<file path="src/rtl/uart_pkg.sv">
// ---------------------------------------------------------------------------
// uart_pkg
// Shared definitions for the UART blocks (transmitter now, receiver later).
//  - 2-bit FSM state encoding, exposed both as localparams and as an enum
//  - clks_per_bit(): number of system clocks per line bit
// ---------------------------------------------------------------------------
package uart_pkg;

    localparam logic [1:0] UART_ST_IDLE  = 2'd0;
    localparam logic [1:0] UART_ST_START = 2'd1;
    localparam logic [1:0] UART_ST_DATA  = 2'd2;
    localparam logic [1:0] UART_ST_STOP  = 2'd3;

    typedef enum logic [1:0] {
        ST_IDLE  = UART_ST_IDLE,
        ST_START = UART_ST_START,
        ST_DATA  = UART_ST_DATA,
        ST_STOP  = UART_ST_STOP
    } uart_state_e;

    // Integer division; the caller guarantees the result is at least 2.
    function automatic int clks_per_bit(input int clk_freq, input int baud);
        return clk_freq / baud;
    endfunction

endpackage

</file>
<file path="src/rtl/sync_fifo.sv">
// ---------------------------------------------------------------------------
// sync_fifo
// Single-clock FIFO. Read data is taken from the storage array at the
// registered read pointer, so the head entry is visible whenever empty=0.
// A write into a full FIFO is accepted only when a read happens in the same
// cycle (the freed slot is the one being written).
// Ports:
//  clk, rst_n        clock, asynchronous active-low reset (flushes pointers)
//  wr_en, wr_data    write request and data
//  rd_en             pop the head entry (ignored when empty)
//  rd_data           head entry
//  full, empty       occupancy flags
//  count             entries currently stored
// ---------------------------------------------------------------------------
module sync_fifo #(
    parameter int WIDTH = 8,
    parameter int DEPTH = 4
) (
    input  logic                       clk,
    input  logic                       rst_n,
    input  logic                       wr_en,
    input  logic [WIDTH-1:0]           wr_data,
    input  logic                       rd_en,
    output logic [WIDTH-1:0]           rd_data,
    output logic                       full,
    output logic                       empty,
    output logic [$clog2(DEPTH):0]     count
);

    localparam int AW = $clog2(DEPTH);
    localparam logic [AW-1:0] PTR_ZERO  = AW'(1'b0);
    localparam logic [AW-1:0] PTR_ONE   = AW'(1'b1);
    localparam logic [AW:0]   CNT_ZERO  = (AW + 1)'(1'b0);
    localparam logic [AW:0]   CNT_ONE   = (AW + 1)'(1'b1);
    localparam logic [AW:0]   CNT_FULL  = (AW + 1)'(DEPTH);

    logic [WIDTH-1:0] mem_r [DEPTH];
    logic [AW-1:0]    wr_ptr_r;
    logic [AW-1:0]    rd_ptr_r;
    logic [AW:0]      count_r;
    logic             full_s;
    logic             empty_s;
    logic             rd_ok_s;
    logic             wr_ok_s;

    // Occupancy flags and accepted read/write strobes
    always_comb begin
        full_s  = (count_r == CNT_FULL);
        empty_s = (count_r == CNT_ZERO);
        rd_ok_s = rd_en & ~empty_s;
        wr_ok_s = wr_en & (~full_s | rd_ok_s);
    end

    // Pointer and occupancy registers
    always_ff @(posedge clk or negedge rst_n) begin
        if (!rst_n) begin
            wr_ptr_r <= PTR_ZERO;
            rd_ptr_r <= PTR_ZERO;
            count_r  <= CNT_ZERO;
        end else begin
            if (wr_ok_s) begin
                wr_ptr_r <= wr_ptr_r + PTR_ONE;
            end else begin
                wr_ptr_r <= wr_ptr_r;
            end
            if (rd_ok_s) begin
                rd_ptr_r <= rd_ptr_r + PTR_ONE;
            end else begin
                rd_ptr_r <= rd_ptr_r;
            end
            case ({wr_ok_s, rd_ok_s})
                2'b10:   count_r <= count_r + CNT_ONE;
                2'b01:   count_r <= count_r - CNT_ONE;
                default: count_r <= count_r;
            endcase
        end
    end

    // Storage array; contents are don't-care until written, so no reset
    always_ff @(posedge clk) begin
        if (wr_ok_s) begin
            mem_r[wr_ptr_r] <= wr_data;
        end
    end

    assign rd_data = mem_r[rd_ptr_r];
    assign full    = full_s;
    assign empty   = empty_s;
    assign count   = count_r;

endmodule

</file>
<file path="src/rtl/uart_tx_fifo.sv">
// ---------------------------------------------------------------------------
// uart_tx_fifo
// Buffers incoming bytes in a small FIFO and serialises each one as an 8N1
// UART frame, LSB first. Queued bytes go out back-to-back: at the end of a
// stop bit the next byte is popped and its start bit begins immediately.
// Ports:
//  clk, rst_n   system clock, asynchronous active-low reset
//  in_valid     byte strobe (no backpressure; dropped when the FIFO is full)
//  in_data      byte to send
//  in_ready     FIFO not full (informational)
//  tx           UART line, registered, idles high
//  tx_busy      frame in progress or bytes still queued
//  overflow     sticky flag: a byte was dropped on a full FIFO
//  fifo_count   entries currently buffered
// ---------------------------------------------------------------------------
module uart_tx_fifo
    import uart_pkg::*;
#(
    parameter int CLK_FREQ   = 50_000_000,
    parameter int BAUD       = 115_200,
    parameter int DATA_W     = 8,
    parameter int FIFO_DEPTH = 4
) (
    input  logic                            clk,
    input  logic                            rst_n,
    input  logic                            in_valid,
    input  logic [DATA_W-1:0]               in_data,
    output logic                            in_ready,
    output logic                            tx,
    output logic                            tx_busy,
    output logic                            overflow,
    output logic [$clog2(FIFO_DEPTH):0]     fifo_count
);

    localparam int CPB   = clks_per_bit(CLK_FREQ, BAUD);
    localparam int BCW   = $clog2(CPB);
    localparam int BITW  = $clog2(DATA_W);
    localparam int CW    = $clog2(FIFO_DEPTH) + 1;

    localparam logic [BCW-1:0]  BAUD_ZERO = BCW'(1'b0);
    localparam logic [BCW-1:0]  BAUD_ONE  = BCW'(1'b1);
    localparam logic [BCW-1:0]  BAUD_LAST = BCW'(CPB - 1);
    localparam logic [BITW-1:0] BIT_ZERO  = BITW'(1'b0);
    localparam logic [BITW-1:0] BIT_ONE   = BITW'(1'b1);
    localparam logic [BITW-1:0] BIT_LAST  = BITW'(DATA_W - 1);
    localparam logic [CW-1:0]   CNT_ZERO  = CW'(1'b0);

    uart_state_e        state_r, state_s;
    logic [BCW-1:0]     baud_r, baud_s;
    logic [BITW-1:0]    bit_r, bit_s;
    logic [DATA_W-1:0]  shift_r, shift_s;
    logic               tx_r, tx_s;
    logic               overflow_r;
    logic               pop_s;
    logic               bit_end_s;
    logic               fifo_full_s;
    logic               fifo_empty_s;
    logic [DATA_W-1:0]  fifo_rd_data_s;
    logic [CW-1:0]      fifo_count_s;

    sync_fifo #(
        .WIDTH (DATA_W),
        .DEPTH (FIFO_DEPTH)
    ) u_fifo (
        .clk     (clk),
        .rst_n   (rst_n),
        .wr_en   (in_valid),
        .wr_data (in_data),
        .rd_en   (pop_s),
        .rd_data (fifo_rd_data_s),
        .full    (fifo_full_s),
        .empty   (fifo_empty_s),
        .count   (fifo_count_s)
    );

    assign bit_end_s = (baud_r == BAUD_LAST);

    // Next-state, baud counter, shift register and line level
    always_comb begin
        state_s = state_r;
        baud_s  = baud_r;
        bit_s   = bit_r;
        shift_s = shift_r;
        tx_s    = tx_r;
        pop_s   = 1'b0;
        case (state_r)
            ST_IDLE: begin
                baud_s = BAUD_ZERO;
                if (!fifo_empty_s) begin
                    pop_s   = 1'b1;
                    shift_s = fifo_rd_data_s;
                    bit_s   = BIT_ZERO;
                    tx_s    = 1'b0;
                    state_s = ST_START;
                end else begin
                    tx_s = 1'b1;
                end
            end
            ST_START: begin
                if (bit_end_s) begin
                    baud_s  = BAUD_ZERO;
                    tx_s    = shift_r[0];
                    state_s = ST_DATA;
                end else begin
                    baud_s = baud_r + BAUD_ONE;
                end
            end
            ST_DATA: begin
                if (bit_end_s) begin
                    baud_s = BAUD_ZERO;
                    if (bit_r == BIT_LAST) begin
                        tx_s    = 1'b1;
                        state_s = ST_STOP;
                    end else begin
                        // shift_r[1] is the bit that lands in position 0
                        shift_s = {1'b0, shift_r[DATA_W-1:1]};
                        tx_s    = shift_r[1];
                        bit_s   = bit_r + BIT_ONE;
                    end
                end else begin
                    baud_s = baud_r + BAUD_ONE;
                end
            end
            ST_STOP: begin
                if (bit_end_s) begin
                    baud_s = BAUD_ZERO;
                    if (!fifo_empty_s) begin
                        // Chain straight into the next start bit
                        pop_s   = 1'b1;
                        shift_s = fifo_rd_data_s;
                        bit_s   = BIT_ZERO;
                        tx_s    = 1'b0;
                        state_s = ST_START;
                    end else begin
                        tx_s    = 1'b1;
                        state_s = ST_IDLE;
                    end
                end else begin
                    baud_s = baud_r + BAUD_ONE;
                end
            end
            default: begin
                baud_s  = BAUD_ZERO;
                tx_s    = 1'b1;
                state_s = ST_IDLE;
            end
        endcase
    end

    // FSM, counters, shift register and registered tx line
    always_ff @(posedge clk or negedge rst_n) begin
        if (!rst_n) begin
            state_r <= ST_IDLE;
            baud_r  <= BAUD_ZERO;
            bit_r   <= BIT_ZERO;
            shift_r <= {DATA_W{1'b0}};
            tx_r    <= 1'b1;
        end else begin
            state_r <= state_s;
            baud_r  <= baud_s;
            bit_r   <= bit_s;
            shift_r <= shift_s;
            tx_r    <= tx_s;
        end
    end

    // Sticky overflow: a push into a full FIFO with no pop in the same cycle
    always_ff @(posedge clk or negedge rst_n) begin
        if (!rst_n) begin
            overflow_r <= 1'b0;
        end else if (in_valid && fifo_full_s && !pop_s) begin
            overflow_r <= 1'b1;
        end else begin
            overflow_r <= overflow_r;
        end
    end

    assign in_ready   = ~fifo_full_s;
    assign tx         = tx_r;
    assign tx_busy    = (state_r != ST_IDLE) | (fifo_count_s != CNT_ZERO);
    assign overflow   = overflow_r;
    assign fifo_count = fifo_count_s;

endmodule

</file>
<file path="config.mk">
export PLATFORM = sky130hd
export DESIGN_NAME = uart_tx_fifo
export DESIGN_NICKNAME = d
export VERILOG_FILES = /design/src/rtl/uart_pkg.sv /design/src/rtl/sync_fifo.sv /design/src/rtl/uart_tx_fifo.sv
export SDC_FILE = /design/constraint.sdc
export NUM_CORES = 1
export LEC_CHECK = 0
export BUFFER_PORTS_ARGS = -buffer_cell sky130_fd_sc_hd__buf_2
export CORE_ASPECT_RATIO = 1.2
export CORE_MARGIN = 2
export CORE_UTILIZATION = 45
export DETAILED_ROUTE_END_ITERATION = 16
export GPL_TIMING_DRIVEN = 0
export PLACE_DENSITY_LB_ADDON = 0.2
export SLEW_MARGIN = 15
export SYNTH_ARGS = -nofsm -noshare
export SYNTH_HDL_FRONTEND = slang
export SYNTH_SLANG_ARGS = --single-unit
</file>
<file path="constraint.sdc">
create_clock -name clk -period 4.65 [get_ports clk]
set_input_delay 0.93 -clock clk [delete_from_list [all_inputs] [get_ports clk]]
set_output_delay 0.93 -clock clk [all_outputs]
set_load 0.01 [all_outputs]
</file>
# Yosys cells after proc, flatten, opt, wreduce, memory -nomap -nowiden
# Memories as Yosys holds them, arrays and structs flattened.
# Index checks and enable logic that the tools add are counted.
# W data, S select, Z words.
# totals
ram_bits	32
latchBits	0
regBits	31
mem_count	1
mem_bits_ro	0
in_bits	11
# classes
reduce_logical	13
eq_ne	14
n_lt_le_gt_ge	0
div	0
shifts	0
bitwise	6
n_mul	0
n_mux	31
n_addsub	6
# mem_list
name	words	width	rd	rd_ports_with_merged_regs	write_ports	line_no	rtl
u_fifo.mem_r	4	8	1	0	1	sync_fifo.sv:37	logic [WIDTH-1:0] mem_r [DEPTH];
# ops
op	n
$mux W8	4
$pmux W8 S3	1
$pmux W9 S2	1
$mux W3	4
$ne A2 B2 Y1 const B	6
$mux W1	10
$mux W2	5
$add A9 B1 Y9 const B	1
$eq A9 B9 Y1 const B	1
$mux W9	1
$pmux W3 S3	1
$pmux W2 S4	1
$add A3 B1 Y3 const B	2
$eq A2 B2 Y1 const B	3
$eq A3 B3 Y1 const B	2
$pmux W3 S2	1
$reduce_bool A3 Y1	2
$reduce_and A5 Y1	1
$add A2 B1 Y2 const B	2
$eq A2 B1 Y1 const B	2
$pmux W1 S4	1
$reduce_and A4 Y1	1
$reduce_bool A2 Y1	2
$logic_not A3 Y1	1
10 further kinds	14

# Longest topological paths before layout
# logic_depth
ltp_word	9
mapped_depth	12
depth_no_buf	12

# Hierarchy
# From an unflattened synthesis, not the netlist that was laid out.
# hier_totals
cells_unflattened	217
area_unflattened_um2	3015.4
# modules_own_cells
module	cells_per_inst	area_per_inst_um2	instances
sync_fifo	96	1677.9	1
uart_tx_fifo	121	1337.5	1

# Worst setup path after synthesis
# No wires, ideal clock.
# synth_path
path_type	flip-flop to flip-flop
from	register state_r[0]
to	register u_fifo.count_r[2], in the netlist u_fifo.count[2]
stages_incl_launch_ff	12
period_less_slack_ns	2.415
arrival_time_ns	2.336
setup_slack_ns	2.235
n_path_buf	0
required_time_ns	4.570
cell_sequence	dfrtp_1 > inv_1 > ha_1 > and4b_1 > o31a_4 > inv_1 > ha_1 > inv_1 > fa_1 > xor2_1 > nor2_1 > xor2_1
# synth_via
elab_chain_cells	7
word_cells_on_any_way	10
classes_between	eq/ne: 3; mux: 2; bitwise: 3; reduce/logical: 2
# synth_lines
item	line_no	rtl
start, declared	uart_tx_fifo.sv:48	uart_state_e state_r, state_s;
start signal, assigned	uart_tx_fifo.sv:159	state_r <= state_s;
$eq A2 B2 Y1 or $logic_not A2 Y1 (tied branches)	uart_tx_fifo.sv:86	case (state_r)
$pmux W1 S2 (*)	uart_tx_fifo.sv:86	
$and A1 B1 Y1 (*)	sync_fifo.sv:50	rd_ok_s = rd_en & ~empty_s;
$or A1 B1 Y1	sync_fifo.sv:51	wr_ok_s = wr_en & (~full_s | rd_ok_s);
$and A1 B1 Y1	sync_fifo.sv:51	
$eq A2 B1 Y1 or $eq A2 B2 Y1 (tied branches)	sync_fifo.sv:71	case ({wr_ok_s, rd_ok_s})
$pmux W3 S2 or $reduce_bool A2 Y1 (tied branches)	--	
end signal, assigned	sync_fifo.sv:72	2'b10: count_r <= count_r + CNT_ONE;
end signal, assigned	sync_fifo.sv:73	2'b01: count_r <= count_r - CNT_ONE;
end signal, assigned	sync_fifo.sv:74	default: count_r <= count_r;
end, declared	sync_fifo.sv:40	logic [AW:0] count_r;
# Every way passes the cells marked *; elsewhere a longest branch is shown, timed or not.
# A chain may end at the register's enable or synchronous reset.

# Worst setup path after layout
# Ends and elaborated chain as after synthesis.

==> metrics.yaml <==
status: "finished, final reports clean"
hpwl_um: 3110
die_x_um: 78.0
post-synth-top-count-cell: "edfxtp_1"
track_usage_pct: 14.4
ir_drop_uv: 332
period_needed_ns: 2.59
num_antenna_cells: 0
ys_types: 41
power_density_mw_per_mm2: 672
cp_common_cell: "inv_1"
grt_pass1_vias: 1596
drc: 0
path_delay_family: "adder cells"
io_pins: 18
max_slew.worst_pin.slew_ns: 0.699
yosysTopAreaCellShare_pct: 32.5
tns_ns: 0
vias: 1556
timing.slew.headroom_pct: 53.4
antenna_found_initial: 0
ys_ff_latch: 63
postCtsSetupBuffers: 0
cp_data_arrival_time_ns: 2.86
utilization_pct: 52.0
path_max_fanout: 7
syn-instance-count: 200
crit_path_max_incr_delay_ns: 0.43
cts_root_buffer: "clkbuf_8"
cts_buffer_depth: 2
drt-vias-per-instance: 4.89
yosysTopAreaCell: "edfxtp_1"
start_kind: "flip-flop"
die_h_um: 92.8
path_class: "reg -> reg"
fmax_ghz: 0.386
grt_max_degree: 32
rsz0062_at_grt: "false"
fp.coreArea_mm2: 0.00641
syn-cell-area_mm2: 0.00295
initial_core_util_pct: 46.1
setup_violations: 0
async_flop_share_pct: 49.2
max_cap_violations: 0
crit_buf_inv: 3
nNetsFinal: 254
required_ns: 4.92
die_area_mm2: 0.00723
syn_to_final_growth_pct: 12.7
firstDrtPassIters: 4
gp_congestion: 0.740
synth_area_leaders: "edfxtp_1 33%, dfrtp_1 25%, mux4_2 6.1%"
htreeDepth: 3
synthFlopType: "edfxtp_1"
path_clk_slew_ns: 0.08
synth_edf_count: 32
portBuffers: 17
wl_um: 4480
slowest_stage: "dfrtp_1"
post_cts_resized: 0
ys.warnings.count: 0
synth_nets: 226
grt-ovfl-total: 0
slew_viol_final: 0
fill_cells: 578
wl_per_cell_um: 14.1
hp-class: "reg -> reg"
antenna_left: 0
clk_latency_ns: 0.34
syn_avg_cell_area_um2: 14.8
clock-sinks: 63
fin_hold_ws_ns: 0.480
cts_hold_buf: 0
crit_path_end_kind: "flip-flop"
row_count: 32
fin_crit_sh_pct: 55.8
grt_pass1_wl_um: 7790
synth_commonest_cells: "32 x edfxtp_1, 30 x dfrtp_1, 16 x nor2_1"
rrSetupSlack_ns: 2.06
synth_seq_area_share_pct: 58.8
tritoncts: "yes"
cp_cell_sequence: "inv_1, ha_1, and4b_1, o31a_4, inv_1, ha_1, inv_1, fa_1, xor2_1, nor2_1, xor2_1"
cts-buffers-inserted: 9
drt_iter0_markers: 69
p_leak_nw: 1.37
drive_gt1_share_pct: 30.5
clock-skew-final_ns: 0.0101
finalHoldViolCount: 0
## sequential cells by signal, indices dropped and copies added, names as in the netlist, 2 cells and up
signal and cells:
u_fifo.mem_r 32, bit_r 3, shift_r 8, u_fifo.count 3, u_fifo.wr_ptr_r 2, state_r 2, u_fifo.rd_ptr_r 2, baud_r 9
## layout by cell type, fill, tap and decap left out, types with 3 or more instances in the layout
cell type,netlist,routed
edfxtp_1,32,32
dfrtp_1,30,30
buf_2,1,18
nor2_1,16,16
ha_1,14,14
inv_1,13,13
mux2_4,9,9
mux2_2,9,9
clkbuf_8,0,9
mux4_2,8,8
xnor2_1,7,7
nand2_1,7,7
xor2_1,6,6
nand3_1,4,4
nor2b_1,4,4
and2_1,4,4
clkinv_4,0,4
clkbuf_1,3,3
nor3_1,3,3
## area by class of cell
class	count	area, um2	area share [%]
inverters	14	52.6	1.58
clock buffers	9	124	3.72
multi-input cells	117	1120	33.8
clock inverters	7	58.8	1.77
flip-flops and latches	63	1740	52.2
plain buffers	6	38.8	1.17
repair buffers	17	85.1	2.56
well taps	85	106	3.20
## final timing paths
| kind | from | end | depth (start not counted) |
|---|---|---|---|
| worst max-delay path | state_r[0] | u_fifo.count[2] | 11 |
| worst min-delay path | overflow | overflow | 1 |
| worst max register to register | state_r[0] | u_fifo.count[2] | 11 |
| worst min register to register | overflow | overflow | 1 |
| max in group asynchronous | rst_n | shift_r[0] | 1 |
| min in group asynchronous | rst_n | state_r[0] | 1 |
## power by group
group          internal, W  total [W]  switching (W)  leakage [nW]
logic             0.000511   0.000938       0.000428         0.601
registers         0.000768   0.000872       0.000103         0.676
clock network     0.000199   0.000428       0.000229        0.0913
## per-stage QoR
stage	cell area, um2	std cells	power, W	setup slack (ns)
floorplan	2950	200	0.00164	2.23
global placement	3150	302	0.00183	2.06
detailed placement	3150	302	0.00184	2.04
CTS	3330	318	0.00227	2.01
global route	3330	318	0.00240	1.86
finish	3330	318	0.00224	2.06
## kinds of logic after synthesis
group	Yosys count	synth area share, %
XOR/XNOR	13	3.85
adder cells (fa/ha/maj)	15	6.61
multiplexers	28	14.8
AO/OA/AOI/OAI	13	3.81
AND/OR/NAND/NOR	48	9.02
buffers and inverters	20	3.09
flip-flops	63	58.8
## layer usage
layer	track usage, %	up-vias	routed length (um)
met1	18.4	756	2060
li1	-	773	-
met3	4.48	10	139
met2	22.6	17	2190
met5	0	-	0
met4	6.58	0	95
No activity file was read; power rests on OpenSTA's default activity.
